[src/rtl/mem_access_arbiter_if.sv]
// Bus bundle between the two command sources, the shared command memory, the serial
// transmitter and mem_access_arbiter.
//   Req*/RW*/Addr*/WData*  : per-source request and operands (sampled at grant)
//   Gnt*/Done*/TxErr       : per-source grant, completion pulse, transmit-timeout flag
//   MemEn/MemWe/MemAddr/MemWData/MemRData : synchronous memory port
//   TxStart/TxByte/TxDone  : serial transmitter handshake
//   Busy                   : arbiter not idle
// The slave modport is the arbiter's view; the master modport is the environment's view.
interface mem_access_arbiter_if #(
  parameter int unsigned AW = 4,
  parameter int unsigned DW = 8
);
  logic          Req0;
  logic          Req1;
  logic          RW0;
  logic          RW1;
  logic [AW-1:0] Addr0;
  logic [AW-1:0] Addr1;
  logic [DW-1:0] WData0;
  logic [DW-1:0] WData1;
  logic          Gnt0;
  logic          Gnt1;
  logic          Done0;
  logic          Done1;
  logic          TxErr;
  logic          MemEn;
  logic          MemWe;
  logic [AW-1:0] MemAddr;
  logic [DW-1:0] MemWData;
  logic [DW-1:0] MemRData;
  logic          TxStart;
  logic [DW-1:0] TxByte;
  logic          TxDone;
  logic          Busy;

  modport slave (
    input  Req0, Req1, RW0, RW1, Addr0, Addr1, WData0, WData1, MemRData, TxDone,
    output Gnt0, Gnt1, Done0, Done1, TxErr, MemEn, MemWe, MemAddr, MemWData,
           TxStart, TxByte, Busy
  );

  modport master (
    output Req0, Req1, RW0, RW1, Addr0, Addr1, WData0, WData1, MemRData, TxDone,
    input  Gnt0, Gnt1, Done0, Done1, TxErr, MemEn, MemWe, MemAddr, MemWData,
           TxStart, TxByte, Busy
  );
endinterface

[src/rtl/mem_access_arbiter.sv]
// Round-robin arbitrating sequencer for the shared command memory and serial transmitter.
// One of two sources is granted at a time; writes go straight to memory, reads capture the
// memory data and hand it to the transmitter, guarded by a TxDone timeout.
// Ports:
//   Clk    : clock, rising edge
//   Reset  : asynchronous, active-high reset; aborts any access without a Done pulse
//   bus_io : source/memory/transmitter bundle (slave view of mem_access_arbiter_if)
// All outputs come straight from registers; there is no input-to-output combinational path.
module mem_access_arbiter #(
  parameter int unsigned AW         = 4,
  parameter int unsigned DW         = 8,
  parameter int unsigned TX_TIMEOUT = 255
) (
  input logic                 Clk,
  input logic                 Reset,
  mem_access_arbiter_if.slave bus_io
);

  typedef enum logic [2:0] {StIdle, StMem, StSample, StTx, StDone} state_e;

  // Last TX cycle index before the timeout fires (counter is 0 in the first TX cycle).
  localparam logic [15:0] TxLast = 16'(TX_TIMEOUT - 1);

  state_e        state_q;
  logic [1:0]    gnt_q;
  logic [1:0]    done_q;
  logic          tx_err_q;
  logic          mem_en_q;
  logic          mem_we_q;
  logic          rw_q;
  logic [AW-1:0] mem_addr_q;
  logic [DW-1:0] mem_wdata_q;
  logic [DW-1:0] tx_byte_q;
  logic          tx_start_q;
  logic          busy_q;
  logic [15:0]   cnt_q;
  logic          last_q;
  logic          pick;

  // Winner: on a tie the port that was not served last; otherwise the sole requester.
  assign pick = (bus_io.Req0 && bus_io.Req1) ? ~last_q : bus_io.Req1;

  always_ff @(posedge Clk or posedge Reset) begin
    if (Reset) begin
      state_q     <= StIdle;
      gnt_q       <= 2'b00;
      done_q      <= 2'b00;
      tx_err_q    <= 1'b0;
      mem_en_q    <= 1'b0;
      mem_we_q    <= 1'b0;
      rw_q        <= 1'b0;
      mem_addr_q  <= '0;
      mem_wdata_q <= '0;
      tx_byte_q   <= '0;
      tx_start_q  <= 1'b0;
      busy_q      <= 1'b0;
      cnt_q       <= '0;
      last_q      <= 1'b1;
    end else begin
      // Single-cycle strobes default low; each state re-asserts what it needs.
      done_q     <= 2'b00;
      tx_err_q   <= 1'b0;
      tx_start_q <= 1'b0;
      mem_en_q   <= 1'b0;
      mem_we_q   <= 1'b0;
      unique case (state_q)
        StIdle: begin
          if (bus_io.Req0 || bus_io.Req1) begin
            state_q     <= StMem;
            gnt_q       <= pick ? 2'b10 : 2'b01;
            busy_q      <= 1'b1;
            rw_q        <= pick ? bus_io.RW1 : bus_io.RW0;
            mem_en_q    <= 1'b1;
            mem_we_q    <= pick ? bus_io.RW1 : bus_io.RW0;
            mem_addr_q  <= pick ? bus_io.Addr1 : bus_io.Addr0;
            mem_wdata_q <= pick ? bus_io.WData1 : bus_io.WData0;
          end
        end
        StMem: begin
          if (rw_q) begin
            state_q <= StDone;
            done_q  <= gnt_q;
          end else begin
            state_q <= StSample;
          end
        end
        StSample: begin
          tx_byte_q  <= bus_io.MemRData;
          tx_start_q <= 1'b1;
          cnt_q      <= '0;
          state_q    <= StTx;
        end
        StTx: begin
          // TxDone in the TxStart cycle belongs to a previous transfer and is ignored.
          // TxDone beats a simultaneous timeout.
          if ((cnt_q != '0) && bus_io.TxDone) begin
            state_q <= StDone;
            done_q  <= gnt_q;
          end else if (cnt_q == TxLast) begin
            state_q  <= StDone;
            done_q   <= gnt_q;
            tx_err_q <= 1'b1;
          end else begin
            cnt_q <= cnt_q + 16'd1;
          end
        end
        StDone: begin
          state_q <= StIdle;
          gnt_q   <= 2'b00;
          busy_q  <= 1'b0;
          last_q  <= gnt_q[1];
        end
        default: state_q <= StIdle;
      endcase
    end
  end

  assign bus_io.Gnt0     = gnt_q[0];
  assign bus_io.Gnt1     = gnt_q[1];
  assign bus_io.Done0    = done_q[0];
  assign bus_io.Done1    = done_q[1];
  assign bus_io.TxErr    = tx_err_q;
  assign bus_io.MemEn    = mem_en_q;
  assign bus_io.MemWe    = mem_we_q;
  assign bus_io.MemAddr  = mem_addr_q;
  assign bus_io.MemWData = mem_wdata_q;
  assign bus_io.TxStart  = tx_start_q;
  assign bus_io.TxByte   = tx_byte_q;
  assign bus_io.Busy     = busy_q;

endmodule

[src/flat_wrapper.sv]
// flat-port wrapper written by rule: the top's interface ports become plain ports
module mem_access_arbiter_flat 
#(
  parameter int unsigned AW         = 4,
  parameter int unsigned DW         = 8,
  parameter int unsigned TX_TIMEOUT = 255
)
  (Clk, Reset, bus_io_Req0, bus_io_Req1, bus_io_RW0, bus_io_RW1, bus_io_Addr0, bus_io_Addr1, bus_io_WData0, bus_io_WData1, bus_io_MemRData, bus_io_TxDone, bus_io_Gnt0, bus_io_Gnt1, bus_io_Done0, bus_io_Done1, bus_io_TxErr, bus_io_MemEn, bus_io_MemWe, bus_io_MemAddr, bus_io_MemWData, bus_io_TxStart, bus_io_TxByte, bus_io_Busy);
  mem_access_arbiter_if #(.AW(AW), .DW(DW)) bus_io_i ();
  input logic Clk;
  input logic Reset;
  input wire logic [$bits(bus_io_i.Req0)-1:0] bus_io_Req0;
  input wire logic [$bits(bus_io_i.Req1)-1:0] bus_io_Req1;
  input wire logic [$bits(bus_io_i.RW0)-1:0] bus_io_RW0;
  input wire logic [$bits(bus_io_i.RW1)-1:0] bus_io_RW1;
  input wire logic [$bits(bus_io_i.Addr0)-1:0] bus_io_Addr0;
  input wire logic [$bits(bus_io_i.Addr1)-1:0] bus_io_Addr1;
  input wire logic [$bits(bus_io_i.WData0)-1:0] bus_io_WData0;
  input wire logic [$bits(bus_io_i.WData1)-1:0] bus_io_WData1;
  input wire logic [$bits(bus_io_i.MemRData)-1:0] bus_io_MemRData;
  input wire logic [$bits(bus_io_i.TxDone)-1:0] bus_io_TxDone;
  output wire logic [$bits(bus_io_i.Gnt0)-1:0] bus_io_Gnt0;
  output wire logic [$bits(bus_io_i.Gnt1)-1:0] bus_io_Gnt1;
  output wire logic [$bits(bus_io_i.Done0)-1:0] bus_io_Done0;
  output wire logic [$bits(bus_io_i.Done1)-1:0] bus_io_Done1;
  output wire logic [$bits(bus_io_i.TxErr)-1:0] bus_io_TxErr;
  output wire logic [$bits(bus_io_i.MemEn)-1:0] bus_io_MemEn;
  output wire logic [$bits(bus_io_i.MemWe)-1:0] bus_io_MemWe;
  output wire logic [$bits(bus_io_i.MemAddr)-1:0] bus_io_MemAddr;
  output wire logic [$bits(bus_io_i.MemWData)-1:0] bus_io_MemWData;
  output wire logic [$bits(bus_io_i.TxStart)-1:0] bus_io_TxStart;
  output wire logic [$bits(bus_io_i.TxByte)-1:0] bus_io_TxByte;
  output wire logic [$bits(bus_io_i.Busy)-1:0] bus_io_Busy;
  assign bus_io_i.Req0 = bus_io_Req0;
  assign bus_io_i.Req1 = bus_io_Req1;
  assign bus_io_i.RW0 = bus_io_RW0;
  assign bus_io_i.RW1 = bus_io_RW1;
  assign bus_io_i.Addr0 = bus_io_Addr0;
  assign bus_io_i.Addr1 = bus_io_Addr1;
  assign bus_io_i.WData0 = bus_io_WData0;
  assign bus_io_i.WData1 = bus_io_WData1;
  assign bus_io_i.MemRData = bus_io_MemRData;
  assign bus_io_i.TxDone = bus_io_TxDone;
  assign bus_io_Gnt0 = bus_io_i.Gnt0;
  assign bus_io_Gnt1 = bus_io_i.Gnt1;
  assign bus_io_Done0 = bus_io_i.Done0;
  assign bus_io_Done1 = bus_io_i.Done1;
  assign bus_io_TxErr = bus_io_i.TxErr;
  assign bus_io_MemEn = bus_io_i.MemEn;
  assign bus_io_MemWe = bus_io_i.MemWe;
  assign bus_io_MemAddr = bus_io_i.MemAddr;
  assign bus_io_MemWData = bus_io_i.MemWData;
  assign bus_io_TxStart = bus_io_i.TxStart;
  assign bus_io_TxByte = bus_io_i.TxByte;
  assign bus_io_Busy = bus_io_i.Busy;
  mem_access_arbiter #(.AW(AW), .DW(DW), .TX_TIMEOUT(TX_TIMEOUT)) u_core (.Clk(Clk), .Reset(Reset), .bus_io(bus_io_i));
endmodule
[config.mk]
export PLATFORM = sky130hd
export DESIGN_NAME = mem_access_arbiter_flat
export DESIGN_NICKNAME = d
export VERILOG_FILES = /design/src/rtl/mem_access_arbiter_if.sv /design/src/rtl/mem_access_arbiter.sv /design/src/flat_wrapper.sv
export SDC_FILE = /design/constraint.sdc
export NUM_CORES = 1
export LEC_CHECK = 0
export ABC_CLOCK_PERIOD_IN_PS = 2900
export CORE_MARGIN = 10
export CORE_UTILIZATION = 35
export CTS_BUF_LIST = sky130_fd_sc_hd__clkbuf_8
export DETAILED_ROUTE_END_ITERATION = 16
export SLEW_MARGIN = 20
export SYNTH_ARGS = -nofsm -noshare
export SYNTH_HDL_FRONTEND = slang
export SYNTH_SLANG_ARGS = --single-unit
[constraint.sdc]
create_clock -name Clk -period 2.9 [get_ports Clk]
set_input_delay 0.58 -clock Clk [delete_from_list [all_inputs] [get_ports Clk]]
set_output_delay 0.58 -clock Clk [all_outputs]
set_load 0.02 [all_outputs]
* Word-level counts from Yosys, hierarchy flattened
Index checks and enable logic that the tools add are counted.
Operators by class: $add $sub $neg 1, $mul 0, div/mod/pow operators 0, order comparisons 0, equality and inequality tests 9, shifts and indexed selects 0, multiplexer cells 29, bitwise operators 1, reductions and logical operators 11
Operators with widths (number):
- two-way mux 16 bit | 2
- one-hot mux 16 bit (2 select lines) | 1
- adder 16 x 1 -> 16 bit (second input constant) | 1
- equality test 16 x 8 -> 1 bit (second input constant) | 1
- nonzero test 16 bit | 1
- two-way mux 3 bit | 4
- one-hot mux 3 bit (4 select lines) | 1
- two-way mux 1 bit | 11
- two-way mux 2 bit | 5
- two-way mux 8 bit | 1
- one-hot mux 2 bit (2 select lines) | 2
- equality test 3 x 2 -> 1 bit (second input constant) | 2
- AND reduction 2 bit | 3
- two-way mux 4 bit | 1
- != test 2 bit (second input constant) | 2
- nonzero test 2 bit | 2
- equality test 3 x 1 -> 1 bit (second input constant) | 1
- equality test 3 bit (second input constant) | 1
- logical NOT 3 bit | 1
- != test 3 x 1 -> 1 bit (second input constant) | 1
- AND reduction 3 bit | 1
- logical AND 1 bit | 2
- != test 2 x 1 -> 1 bit (second input constant) | 1
- one-hot mux 1 bit (2 select lines) | 1
- 2 further kinds | 2
Word-level totals: register bits 50, bits in latches 0, bits in writable memories 0, memory bits (read-only) 0, input bits 39, output and inout port bits 29, memories kept 0

* Logic depth before layout (Yosys ltp)
depth after elaboration 5, mapped depth 7

* Worst setup path before layout
Ideal clock, no wire load.
path type reg2reg, start register u_core.cnt_q[0], end register u_core.cnt_q[4], library setup time 0.137 ns, arrival time 2.043 ns, data required time 2.763 ns, path slack 0.720 ns, stages on the path, launching flop included 8, clock period less this slack 2.180 ns, path through dfrtp_1 -> inv_1 -> ha_1 -> or4b_1 -> o41a_1 -> o21ai_2 -> buf_4 -> a31oi_1
On the way: cells in the longest elaborated chain, start to end 4, elaborated cells between the ends (all ways) 10, those cells by class add/sub (1); eq/ne (3); mux (3); reduce/logical (3)
RTL lines:
- start: declaration | RTL line mem_access_arbiter.sv:36 | logic [15:0] cnt_q;
- start signal: assignment | RTL line mem_access_arbiter.sv:104 | cnt_q <= cnt_q + 16'd1;
- adder 16 x 1 -> 16 bit or nonzero test 16 bit (tied branches) | RTL line mem_access_arbiter.sv:104, mem_access_arbiter.sv:96
- two-way mux 16 bit or logical AND 1 bit (tied branches) | RTL line mem_access_arbiter.sv:99, mem_access_arbiter.sv:96
- two-way mux 16 bit or != test 2 bit (tied branches)
- one-hot mux 16 bit (2 select lines) or AND reduction 3 bit (tied branches)
Several ways; a longest one is shown, not always the timed one. The select of a mux whose other input is x is not followed. A chain may end at the register's enable or synchronous reset.

* Final worst setup path
start register u_core.cnt_q[0], end register u_core.cnt_q[11]
Same word-level chain as after synthesis.

==> metrics <==
final setup violating endpoints 0; area of the core 6422 µm²; number of core rows 29; Worst-Margin Slew ~0.57 ns; minimum clock period after layout between 2 and 2.5 ns; hold buffer count at cts 0; number of buffers on the longest clock path 2; overall routing resource usage 12.07%; final hold viol count 0; horizontal extent of the die 101.9 µm; Post-Synthesis Net Count between 200 and 300; number of antenna violations at the first check in global routing 0; max-cap viol count 0; number of enable-type register cells in the synthesized netlist 0; Cell Area, Placed between 3000 and 4000 µm²; category of the worst setup path launch point flop; num ports 68; post-route worst setup slack between 0.4 and 0.5 ns; Leak around 1.4 nW; path length in cells of the critical path 7; critical path start-end classification flop to flop; arrival time of the worst setup path between 2 and 3 ns; largest vdd supply drop between 0.5 and 0.6 mV; most frequent standard cell in the layout excluding fill and tap cells sky130_fd_sc_hd__clkdlybuf4s50_1; final HPWL from detailed placement between 4 and 5 mm; CP required 3.07 ns; Met1 Wirelength roughly 2.8 mm; highest metal layer with signal wires met4; Clock Latency Late Sink approximately 0.31 ns; number of sinks driven by the clock tree 50; number of fill cells approximately 600; leading cell types in the layout, fill and taps excluded sky130_fd_sc_hd__clkdlybuf4s50_1 (67), sky130_fd_sc_hd__dfrtp_1 (49), sky130_fd_sc_hd__inv_1 (22); average via count per standard cell ~5.5; starting density of the core between 30% and 40%; number of nets in the layout 329; launch instance of the worst min-delay path u_core.cnt_q[15]$_DFFE_PP0P_; Pre-antenna DRT Iters 4; Setup Fix Bufs, Post-CTS 0; worst rel slew slack between 60% and 70%; share of the core filled with cells in the final layout between 50% and 60%; Synth Area per Inst about 11 µm²; first-pass GRT wire length between 10 and 15 mm; routed wirelength normalized by instance count ~17 µm; fraction of the cycle the final worst path needs a little under nine tenths; timing startpoint of the critical path u_core.cnt_q[0]$_DFFE_PP0P_; Netlist Area Pre-Place roughly 2300 µm²; CTS clk-pin slew, worst paths around 0.1 ns; number of clock buffers inserted by TritonCTS 5; met2 wire length 2.929 mm; total met3 wirelength after detailed routing just under 400 µm; share of layout cells above drive strength 1 10.42%; sum of negative setup slack 0 ns; unrepaired setup endpoints after global routing no; total global routing overflow 0; Vias 2005; synthesis-to-finish area growth 37.95%; placer's final routability congestion estimate 0.8387; FF+latch area 1252 µm²; Routed WL just over 6 mm; critical path's top delay family compound AO/OA/AOI/OAI gates; Yosys reg bits 50; post-layout instance count excluding filler cells between 300 and 400; TritonCTS clock tree done; CP max stage delay between 0.5 and 0.6 ns; violation count after the first detailed-routing iteration between 150 and 200; number of input and output port buffers inserted between 60 and 70; Die Outline Area around 10000 µm²; cells along the critical path inv_1 -> ha_1 -> or4b_1 -> o41a_1 -> o21ai_2 -> buf_4 -> o221ai_1; post-route cell area 3238 µm²; biggest fanout along the worst timing path 10; origin of the critical flop-to-flop path u_core.cnt_q[0]$_DFFE_PP0P_; Hold WC Path Type flop to flop; Seq/Total Area, Yosys a little over half; vias in the first global route ~2000; Clock Skews 0.008053 ns; result of the run completed; count of cell types in the netlist 45; worst r2r path cells 7; overall die height between 100 and 150 µm; count of inserted antenna diode cells 0; fmax 402.5 MHz; DRC errors left 0; count of warnings emitted by yosys 0; largest net degree at the start of global routing 23; number of gates given a new drive strength after cts 0; Inst Count DP 357; DRT antenna net count 0; share of flip-flops with an asynchronous set or reset 100.0%; type of destination of the critical path flop; Cells after Synth about 220; hold path depth 1; slowest cell on the critical path sky130_fd_sc_hd__o41a_1; main flop type after synthesis sky130_fd_sc_hd__dfrtp_1; power density relative to cell area between 900 and 1000 nW/µm²; Buffers & Inverters on Critical Path 2; Placement Setup Slack between 0.4 and 0.5 ns; total area of multi-input combinational cells 962.2 µm²; number of pins with negative max-slew slack in the final report 0; Clock Tree Root sky130_fd_sc_hd__clkbuf_8; count of H-tree levels built during CTS 2
## cell families after synthesis
logic type,share of synthesized area [%]
buffers and inverters,5.650
adders and majority gates,1.599
AOI/OAI and AO/OA,19.88
muxes,5.224
DFF,53.36
and+or+nand+nor,14.29
## flip-flops by register name, indices dropped and copies added, names as in the netlist, 2 cells and up
name / flops
u_core.bus_io.MemAddr: 4
u_core.bus_io.MemWData: 8
u_core.bus_io.TxByte: 8
u_core.cnt_q: 16
u_core.done_q: 2
u_core.gnt_q: 2
u_core.state_q: 3
## metal layers
metal  GRT usage [%]  vias to the layer above
met5               0                        -
met4           4.230                        0
met3           3.846                        8
met2           18.74                       55
met1           15.55                      966
li1                -                      976
## where the power goes
| group | internal [mW] | switching (mW) | leakage, nW |
|---|---|---|---|
| Combinational | 0.739 | 0.805 | 0.725 |
| Sequential | 0.952 | 0.195 | 0.638 |
| Clock | 0.263 | 0.253 | 0.0563 |
## worst register-to-register path, cell delays in order (launching register included)
cell and delay [ns]:
sky130_fd_sc_hd__dfrtp_1 0.45, sky130_fd_sc_hd__inv_1 0.10, sky130_fd_sc_hd__ha_1 0.14, sky130_fd_sc_hd__or4b_1 0.47, sky130_fd_sc_hd__o41a_1 0.51, sky130_fd_sc_hd__o21ai_2 0.32, sky130_fd_sc_hd__buf_4 0.24, sky130_fd_sc_hd__o221ai_1 0.12
## path summary, 6_finish.rpt
path	to	slack (ns)
setup / recovery	u_core.cnt_q[11]$_DFFE_PP0P_	0.42
hold / removal	u_core.cnt_q[15]$_DFFE_PP0P_	0.51
setup reg to reg	u_core.cnt_q[11]$_DFFE_PP0P_	0.42
hold reg to reg	u_core.cnt_q[15]$_DFFE_PP0P_	0.51
max in group asynchronous	u_core.cnt_q[5]$_DFFE_PP0P_	1.68
min in group asynchronous	u_core.bus_io.MemWData[5]$_DFFE_PP0P_	0.60
## final cells by class
class	instances	area share [%]
sequential	50	38.68
multi-input combinational	133	29.71
timing repair buffer	74	22.33
tap	77	2.975
inverter	23	2.666
clock buffer	5	2.125
clock inverter	3	1.507
## Yosys cell counts, types with 4 or more instances
library cell,instances,area (µm²)
sky130_fd_sc_hd__clkbuf_1,9,33.78
sky130_fd_sc_hd__nor3_1,5,25.02
sky130_fd_sc_hd__nand3_1,4,20.02
sky130_fd_sc_hd__nand2_1,17,63.81
sky130_fd_sc_hd__nand4_1,6,37.54
sky130_fd_sc_hd__and3_1,5,31.28
sky130_fd_sc_hd__a41oi_1,4,35.03
sky130_fd_sc_hd__a31oi_1,15,93.84
sky130_fd_sc_hd__inv_1,23,86.33
sky130_fd_sc_hd__dfrtp_1,49,1226
sky130_fd_sc_hd__and4_1,4,35.03
sky130_fd_sc_hd__a222oi_1,12,120.1
sky130_fd_sc_hd__mux2_2,10,112.6
sky130_fd_sc_hd__o21ai_0,4,20.02
## metrics by stage
stage                     power (mW)  hold slack (ns)
after floorplan                2.062           0.4627
after global placement         2.710           0.4841
after detailed placement       2.723           0.4810
after CTS                      3.249           0.5105
after global routing           3.446           0.5370
final                          3.206           0.5078
No activity file was read; power rests on OpenSTA's default activity.
